--- src/rtl/area_scan_pkg.sv ---
// ============================================================================
// area_scan_pkg : shared FSM encoding and width helper for the area scan copier
// Rev 1.0 - initial parametrised release
// ============================================================================
`default_nettype none

package area_scan_pkg;

  typedef enum logic [3:0] {
    ST_IDLE  = 4'b0001,
    ST_READ  = 4'b0010,
    ST_DRAIN = 4'b0100,
    ST_FIN   = 4'b1000
  } state_e;

  function automatic int ch_sel_w(input int dst_addr_w, input int ch_addr_w);
    return dst_addr_w - ch_addr_w;
  endfunction

endpackage

`default_nettype wire

--- src/rtl/area_scan_rd_pipe.sv ---
// ============================================================================
// area_scan_rd_pipe : RD_LAT-deep {valid, addr} shift matching channel RAM latency
// Rev 1.0 - initial parametrised release
// ============================================================================
`default_nettype none

module area_scan_rd_pipe #(
  parameter int RD_LAT     = 2,
  parameter int DST_ADDR_W = 13
) (
  input  logic                  clk,
  input  logic                  rst,
  input  logic                  vld_i,
  input  logic [DST_ADDR_W-1:0] addr_i,
  output logic                  vld_o,
  output logic [DST_ADDR_W-1:0] addr_o,
  output logic                  busy_o
);

  logic [RD_LAT-1:0]     vld_q;
  logic [DST_ADDR_W-1:0] addr_q [RD_LAT];

  always_ff @(posedge clk) begin
    if (rst) begin
      vld_q <= '0;
      for (int s = 0; s < RD_LAT; s++) addr_q[s] <= '0;
    end else begin
      vld_q[0]  <= vld_i;
      addr_q[0] <= addr_i;
      for (int s = 1; s < RD_LAT; s++) begin
        vld_q[s]  <= vld_q[s-1];
        addr_q[s] <= addr_q[s-1];
      end
    end
  end

  assign vld_o  = vld_q[RD_LAT-1];
  assign addr_o = addr_q[RD_LAT-1];
  assign busy_o = |vld_q;

endmodule

`default_nettype wire

--- src/rtl/area_scan_mux_gen.sv ---
// ============================================================================
// area_scan_mux_gen : copies one aligned burst from a channel RAM into CUDB RAM.
// Optional burst checksum enabled by defining AREA_SCAN_CHKSUM_EN.
// Rev 1.0 - initial parametrised release
// ============================================================================
`default_nettype none

module area_scan_mux_gen
  import area_scan_pkg::*;
#(
  parameter int NUM_CH     = 6,
  parameter int DATA_W     = 8,
  parameter int CH_ADDR_W  = 10,
  parameter int DST_ADDR_W = 13,
  parameter int BURST_LEN  = 128,
  parameter int BASE_W     = 6,
  parameter int RD_LAT     = 2
) (
  input  logic                          clk,
  input  logic                          rst,
  input  logic                          i_start,
  input  logic [BASE_W-1:0]             im_base_addr,
  output logic                          o_busy,
  output logic                          o_done,
  output logic                          o_err,
  output logic                          o_cudb_wren,
  output logic [DST_ADDR_W-1:0]         om_cudb_addr,
  output logic [DATA_W-1:0]             om_cudb_din,
  output logic [NUM_CH*CH_ADDR_W-1:0]   om_ch_addr,
  input  logic [NUM_CH*DATA_W-1:0]      im_ch_rdata,
  output logic [DATA_W-1:0]             o_chksum
);

  localparam int                BURST_LOG = $clog2(BURST_LEN);
  localparam int                CNT_W     = BURST_LOG + 1;
  localparam int                CH_SEL_W  = ch_sel_w(DST_ADDR_W, CH_ADDR_W);
  localparam logic [CH_SEL_W:0] NUM_CH_L  = (CH_SEL_W+1)'(NUM_CH);
  localparam logic [CNT_W-1:0]  CNT_LAST  = CNT_W'(BURST_LEN - 1);

  state_e                        state_q;
  logic [DST_ADDR_W-1:0]         src_q, start_src_d;
  logic [CH_SEL_W-1:0]           ch_q, start_ch_d;
  logic [CNT_W-1:0]              cnt_q;
  logic                          ch_ok_d, start_ok_d;
  logic                          busy_q, done_q, err_q;
  logic [NUM_CH*CH_ADDR_W-1:0]   ch_addr_q, ch_addr_d;
  logic                          rd_vld_q;
  logic [DST_ADDR_W-1:0]         rd_addr_q;
  logic                          pipe_vld, pipe_busy;
  logic [DST_ADDR_W-1:0]         pipe_addr;
  logic                          wren_q;
  logic [DST_ADDR_W-1:0]         wr_addr_q;
  logic [DATA_W-1:0]             din_q, rdata_sel_d;

  assign start_src_d = DST_ADDR_W'(im_base_addr) << BURST_LOG;
  assign start_ch_d  = start_src_d[DST_ADDR_W-1:CH_ADDR_W];
  assign ch_ok_d     = {1'b0, start_ch_d} < NUM_CH_L;
  assign start_ok_d  = (state_q == ST_IDLE) && i_start && ch_ok_d;

  // Only the latched channel sees the running address; the rest stay parked at 0.
  always_comb begin
    ch_addr_d   = '0;
    rdata_sel_d = '0;
    for (int k = 0; k < NUM_CH; k++) begin
      if (int'(ch_q) == k) begin
        ch_addr_d[k*CH_ADDR_W +: CH_ADDR_W] = src_q[CH_ADDR_W-1:0];
        rdata_sel_d                         = im_ch_rdata[k*DATA_W +: DATA_W];
      end
    end
  end

  area_scan_rd_pipe #(
    .RD_LAT     (RD_LAT),
    .DST_ADDR_W (DST_ADDR_W)
  ) u_rd_pipe (
    .clk    (clk),
    .rst    (rst),
    .vld_i  (rd_vld_q),
    .addr_i (rd_addr_q),
    .vld_o  (pipe_vld),
    .addr_o (pipe_addr),
    .busy_o (pipe_busy)
  );

  always_ff @(posedge clk) begin
    if (rst) begin
      state_q   <= ST_IDLE;
      src_q     <= '0;
      ch_q      <= '0;
      cnt_q     <= '0;
      busy_q    <= 1'b0;
      done_q    <= 1'b0;
      err_q     <= 1'b0;
      ch_addr_q <= '0;
      rd_vld_q  <= 1'b0;
      rd_addr_q <= '0;
      wren_q    <= 1'b0;
      wr_addr_q <= '0;
      din_q     <= '0;
    end else begin
      done_q    <= 1'b0;
      err_q     <= 1'b0;
      rd_vld_q  <= 1'b0;
      ch_addr_q <= '0;
      wren_q    <= pipe_vld;
      wr_addr_q <= pipe_vld ? pipe_addr : '0;
      din_q     <= pipe_vld ? rdata_sel_d : '0;

      case (state_q)
        ST_IDLE: begin
          if (start_ok_d) begin
            src_q   <= start_src_d;
            ch_q    <= start_ch_d;
            cnt_q   <= '0;
            busy_q  <= 1'b1;
            state_q <= ST_READ;
          end else if (i_start) begin
            err_q <= 1'b1;
          end
        end
        ST_READ: begin
          ch_addr_q <= ch_addr_d;
          rd_vld_q  <= 1'b1;
          rd_addr_q <= src_q;
          src_q     <= src_q + DST_ADDR_W'(1);
          cnt_q     <= cnt_q + CNT_W'(1);
          if (cnt_q == CNT_LAST) state_q <= ST_DRAIN;
        end
        ST_DRAIN: begin
          // Empty pipe here means the final write is on the bus this cycle.
          if (!rd_vld_q && !pipe_busy) begin
            done_q  <= 1'b1;
            state_q <= ST_FIN;
          end
        end
        ST_FIN: begin
          busy_q  <= 1'b0;
          state_q <= ST_IDLE;
        end
        default: state_q <= ST_IDLE;
      endcase
    end
  end

`ifdef AREA_SCAN_CHKSUM_EN
  logic [DATA_W-1:0] chk_q;

  always_ff @(posedge clk) begin
    if (rst || start_ok_d) chk_q <= '0;
    else if (pipe_vld)     chk_q <= chk_q + rdata_sel_d;
  end

  assign o_chksum = chk_q;
`else
  assign o_chksum = '0;
`endif

  assign o_busy       = busy_q;
  assign o_done       = done_q;
  assign o_err        = err_q;
  assign o_cudb_wren  = wren_q;
  assign om_cudb_addr = wr_addr_q;
  assign om_cudb_din  = din_q;
  assign om_ch_addr   = ch_addr_q;

endmodule

`default_nettype wire

--- config.mk ---
export PLATFORM = sky130hd
export DESIGN_NAME = area_scan_mux_gen
export DESIGN_NICKNAME = d
export VERILOG_FILES = /design/src/rtl/area_scan_pkg.sv /design/src/rtl/area_scan_rd_pipe.sv /design/src/rtl/area_scan_mux_gen.sv
export SDC_FILE = /design/constraint.sdc
export NUM_CORES = 1
export LEC_CHECK = 0
export ABC_CLOCK_PERIOD_IN_PS = 3250
export CAP_MARGIN = 0
export CELL_PAD_IN_SITES_DETAIL_PLACEMENT = 1
export CELL_PAD_IN_SITES_GLOBAL_PLACEMENT = 2
export CORE_MARGIN = 1.5
export CORE_UTILIZATION = 31
export CTS_CLUSTER_SIZE = 25
export DETAILED_ROUTE_END_ITERATION = 6
export PLACE_DENSITY_LB_ADDON = 0.2
export SYNTH_ARGS = -nofsm -noshare
export SYNTH_HDL_FRONTEND = slang
export SYNTH_SLANG_ARGS = --single-unit
--- constraint.sdc ---
create_clock -name clk -period 3.25 [get_ports clk]
set_input_delay 0.975 -clock clk [delete_from_list [all_inputs] [get_ports clk]]
set_output_delay 0.975 -clock clk [all_outputs]
set_load 0.01 [all_outputs]
=== Yosys cells after proc, flatten, opt, wreduce, memory -nomap -nowiden ===
Memories as Yosys holds them, arrays and structs flattened. A register that Yosys moved wholly into a read port is not among the register bits.
Cells that the tools add are included.

* Output and inout port bits: 93
* Flip-flop bits (word level): 116
* RAM bits: 26
* Word-level logic and storage cells: 93
* Memories: 1

* Mux-type cells: 24
* Eq/ne operators: 13
* Bitwise operators: 12
* Add/subtract/negate cells: 2
* Reductions and logical operators: 22
* $lt $le $gt $ge: 1

{| class="wikitable"
|+ Memories
! memory !! words !! bits a word !! rd ports !! clocked after memory_dff !! write ports !! RTL line !! text
|-
| u_rd_pipe.addr_q || 2 || 13 || 2 || 1 || 2 || area_scan_rd_pipe.sv:21 || <nowiki>logic [DST_ADDR_W-1:0] addr_q [RD_LAT];</nowiki>
|}

{| class="wikitable"
|+ Operators by type and width
! cell !! number
|-
| $mux 8 || 7
|-
| $mux 13 || 3
|-
| $pmux 13 s2 || 1
|-
| $reduce_or 3->1 || 7
|-
| $pmux 8 s2 || 1
|-
| $add 13x1->13 const B || 1
|-
| $eq 3x3->1 const B || 4
|-
| $mux 4 || 3
|-
| $pmux 4 s3 || 1
|-
| $not 1->1 || 10
|-
| $add 8x1->8 const B || 1
|-
| $eq 8x7->1 const B || 1
|-
| $mux 1 || 7
|-
| $ne 2x2->1 const B || 3
|-
| $reduce_and 2->1 || 3
|-
| $reduce_or 2->1 || 3
|-
| $eq 4x1->1 const B || 1
|-
| $eq 4x2->1 const B || 1
|-
| $eq 4x3->1 const B || 1
|-
| $eq 4x4->1 const B || 1
|-
| $reduce_bool 2->1 || 2
|-
| $eq 3x2->1 const B || 1
|-
| $logic_and 1x1->1 || 3
|-
| $logic_not 3->1 || 1
|-
| 5 further kinds || 7
|}

=== Logic depth before layout (Yosys ltp) ===
* Depth after elaboration: 7
* Gate-level depth with buffers: 6

=== Cells and area by module ===
From an unflattened synthesis, not the netlist that was laid out.

* Cells, all modules: 558
* Area total of the unflattened synthesis: 5507.8 um^2

{| class="wikitable"
|+ By module, submodules not included
! module !! sequential area each (um^2) !! area an instance (um^2) !! instances !! cells an instance
|-
| area_scan_mux_gen || 2542.4 || 4625.7 || 1 || 486
|-
| area_scan_rd_pipe || 560.5 || 882.1 || 1 || 72
|}

=== Least setup slack after synthesis ===
Ideal clock, no wire load.

* Path type: input to register
* Start: input port i_start
* End: register src_q[12]
* Buffers on the path: 1
* Data arrival time: 1.996 ns
* Stages on the path: 5
* Data required time: 3.169 ns
* Path slack: 1.173 ns
* Cell sequence: a21boi_0 -> and2_1 -> clkbuf_1 -> nand3_1 -> a41oi_1

* Longest elaborated chain between the ends: 4

{| class="wikitable"
|+ Ends and longest elaborated chain
! item !! RTL line !! text
|-
| start, declared || area_scan_mux_gen.sv:21 || <nowiki>input logic i_start,</nowiki>
|-
| $logic_and 1x1->1 (2 in a row) || area_scan_mux_gen.sv:58 || <nowiki>assign start_ok_d = (state_q == ST_IDLE) && i_start && ch_ok_d;</nowiki>
|-
| $ne 2x2->1 (no line) || n/a ||
|-
| $reduce_and 2->1 (no line) || n/a ||
|-
| end signal, assigned || area_scan_mux_gen.sv:112 || <nowiki>src_q <= start_src_d;</nowiki>
|-
| end signal, assigned || area_scan_mux_gen.sv:125 || <nowiki>src_q <= src_q + DST_ADDR_W'(1);</nowiki>
|-
| end, declared || area_scan_mux_gen.sv:41 || <nowiki>logic [DST_ADDR_W-1:0] src_q, start_src_d;</nowiki>
|}

Every way passes these cells.
A chain may end at the register's enable or synchronous reset.

=== Worst setup path after layout ===
* Start: input port im_base_addr[5]
* End: register cnt_q[6]

* Longest elaborated chain between the ends: 4

{| class="wikitable"
|+ Ends and longest elaborated chain
! item !! RTL line !! text
|-
| start, declared || area_scan_mux_gen.sv:22 || <nowiki>input logic [BASE_W-1:0] im_base_addr,</nowiki>
|-
| $lt 3x3->1 || area_scan_mux_gen.sv:57 || <nowiki>assign ch_ok_d = {1'b0, start_ch_d} < NUM_CH_L;</nowiki>
|-
| $logic_and 1x1->1 || area_scan_mux_gen.sv:58 ||
|-
| $ne 2x2->1 (no line) || n/a ||
|-
| $reduce_and 2->1 (no line) || n/a ||
|-
| end signal, assigned || area_scan_mux_gen.sv:126 || <nowiki>cnt_q <= cnt_q + CNT_W'(1);</nowiki>
|-
| end, declared || area_scan_mux_gen.sv:43 || <nowiki>logic [CNT_W-1:0] cnt_q;</nowiki>
|}

Every way passes these cells.

==> summary.md <==
| Metric | Value |
|---|---|
| FF+latch area | `0.003103 mm^2` |
| CTS buffer count | `17` |
| Total clock sinks | `155` |
| Gp weighted congestion | `0.7332` |
| Max cap viols | `0` |
| Die area | `0.01805 mm^2` |
| Sequential cell area fraction in the yosys report | `58.03%` |
| Syn Std Cell Area | `0.005348 mm^2` |
| Required @ worst endpoint | `3600 ps` |
| DIE HEIGHT | `134.3 um` |
| Setup TNS | `0 ps` |
| Number of synthesized flops with an enable pin | `0` |
| Critical path class | `in -> reg` |
| Leak | `0.002766 uW` |
| Placeable Area | `0.01670 mm^2` |
| Initial DRT Pass Iterations | `4` |
| Buffer count from post-CTS setup fixing | `0` |
| Hold crit path type | `reg -> reg` |
| Most used DFF post-synth | `dfxtp_1` |
| Worst slew pin tran | `976.3 ps` |
| Syn Area/Cell | `10.36 um^2` |
| Synth top area share | `58.03%` |
| Outcome | `complete, no violations` |
| Worst R2R Path Depth | `4` |
| Flops & latches, synth | `155` |
| H-tree depth | `4` |
| Multi-input logic area | `0.002069 mm^2` |
| Final hold viol count | `0` |
| Initial Utilization | `32.02%` |
| Clock period minus worst slack | `2446 ps` |
| Via-to-Cell Ratio | `4.621` |
| Vias in the first global route | `4,242` |
| Clock root cell | `clkbuf_16` |
| First-pass GRT wire length | `22,630 um` |
| IO Port Bufs | `141` |
| Post-Synthesis Cells | `516` |
| Tot GR Track Use | `16.53%` |
| Final period utilization | `75.25%` |
| Final setup viols | `0` |
| Drt wl/cell | `16.06 um` |
| CP endpoint kind | `flip-flop` |
| Largest net degree at the start of global routing | `75` |
| Grt ovf | `0` |
| Max VDD drop | `0.0004061 V` |
| Total chip power | `4475 uW` |
| Share of layout cells above drive strength 1 | `10.06%` |
| Layout net count | `712` |
| Drc violations | `0` |
| Resized Gates After CTS | `0` |
| Synthesis-to-layout area growth | `42.33%` |
| Synth warn | `0` |
| Largest fanout on the critical path | `11` |
| DP Cell Count | `854` |
| Reg clk slew, reported paths | `60 ps` |
| Count of different cell masters after synthesis | `49` |
| Number of antenna diodes | `0` |
| Initial DRC count | `150` |
| Pwr Density | `588.0 mW/mm^2` |
| Detailed Place HPWL | `10,030 um` |
| RSZ-0062 raised after global routing | `no` |
| Initial antenna violation count | `0` |
| Max Buffers Root-to-Sink | `2` |
| Fin Clk Skew | `6.876 ps` |
| Routed vias | `4,094` |
| Post-synth top cells | `155 x dfxtp_1, 69 x and2_1, 45 x nand2_1` |
| Antenna Nets Post-Route | `0` |
| CTS tree | `yes` |
| WP data arrival | `2790 ps` |
| Die width | `134.3 um` |
| Non-Filler Instances | `886` |
| Synth area leader | `dfxtp_1` |
| Crit path launch type | `input pin` |
| Min-Delay Path Depth | `1` |
| IO Count | `150` |
| Count leader, synth | `dfxtp_1` |
| Slew Limit Fails | `0` |
| Synth area leaders | `dfxtp_1 58%, and2_1 8.1%, nor2b_1 3.4%` |
| Worst slew margin | `34.91%` |
| Clk Latency, worst-skew pair | `420 ps` |
| Num rows | `47` |
| Fmax | `408.9 MHz` |
| Async set-reset flop share out of synthesis | `0%` |
| Hold buffer count at cts | `0` |
| Filler cells | `1,882` |
| DRT Wirelength | `14,230 um` |
==> kinds of logic after synthesis <==
| group | after synthesis | synth area share (%) |
|---|---|---|
| buffers and inverters | 46 | 3.930 |
| AOI/OAI and AO/OA | 68 | 7.955 |
| other | 1 | 0.07012 |
| and+or+nand+nor | 225 | 23.98 |
| adders and majority gates | 2 | 0.4679 |
| DFF | 155 | 58.03 |
| muxes | 17 | 5.241 |
| xor gates and xnor gates | 2 | 0.3276 |
==> metal layers <==
metal / global-route usage [%] / wire [um]
met1: 19.28 / 6124
met2: 28.55 / 7044
met3: 4.913 / 803
met4: 6.272 / 255
met5: 0 / 0
==> state kept, by name, summed over array words and instances, names as in the netlist <==
name	flops
o_done	1
rd_addr_q	13
o_busy	1
om_ch_addr	60
state_q	4
om_cudb_din	8
ch_q	3
om_cudb_addr	13
rd_vld_q	1
src_q	13
u_rd_pipe.addr_q	26
o_err	1
cnt_q	8
u_rd_pipe.vld_q	2
o_cudb_wren	1
==> cell usage in the layout (no fill, tap or decap), types with 6 or more instances in the layout <==
| master | count |
|---|---|
| nand2_1 | 45 |
| dfxtp_1 | 155 |
| clkdlybuf4s50_1 | 140 |
| clkbuf_16 | 17 |
| nor2_1 | 26 |
| nor4_1 | 6 |
| and2_1 | 69 |
| nand3_1 | 9 |
| nor2b_1 | 29 |
| mux4_2 | 8 |
| a21oi_1 | 31 |
| buf_4 | 11 |
| o21ai_0 | 6 |
| a22oi_1 | 10 |
| conb_1 | 8 |
| mux2_2 | 8 |
| nor3_1 | 10 |
==> worst max-delay path, stage by stage <==
cell,delay (ps)
clkdlybuf4s50_1,510
a21boi_0,130
a21oi_1,790
o21ai_0,210
a21oi_1,170
==> worst paths after layout <==
path                                        startpoint              end  slack, ps
worst max-delay path                   im_base_addr[5]         cnt_q[6]        800
worst min-delay path            u_rd_pipe.addr_q[1][8]  om_cudb_addr[8]        430
worst max register to register              state_q[3]   om_ch_addr[20]       1000
worst min register to register  u_rd_pipe.addr_q[1][8]  om_cudb_addr[8]        430
==> through the flow <==
step | util, % | cell area [um^2] | hold slack, ps | setup WS (ps)
2_1_floorplan | - | 5374 | 405.7 | 1173
3_3_place_gp | 41.65 | 6955 | 411.8 | 382.7
3_5_place_dp | 41.65 | 6955 | 412.8 | 365.1
4_1_cts | 45.57 | 7611 | 427.4 | 803.5
5_1_grt | 45.57 | 7611 | 435.5 | 629.2
6_report | 45.57 | 7611 | 425.8 | 804.3
==> cell type report <==
type / instances / area share (%)
sequential: 155 / 40.77
multi-input combinational: 322 / 27.19
timing repair buffer: 152 / 19.56
clock buffer: 19 / 5.951
tap: 220 / 3.617
clock inverter: 13 / 2.663
inverter: 5 / 0.2466
==> power breakdown <==
| part | switching [uW] | internal, uW |
|---|---|---|
| Combinational | 172 | 165 |
| Clock | 812 | 1350 |
| Sequential | 50.1 | 1930 |
Power figures use the tool's default switching activity.
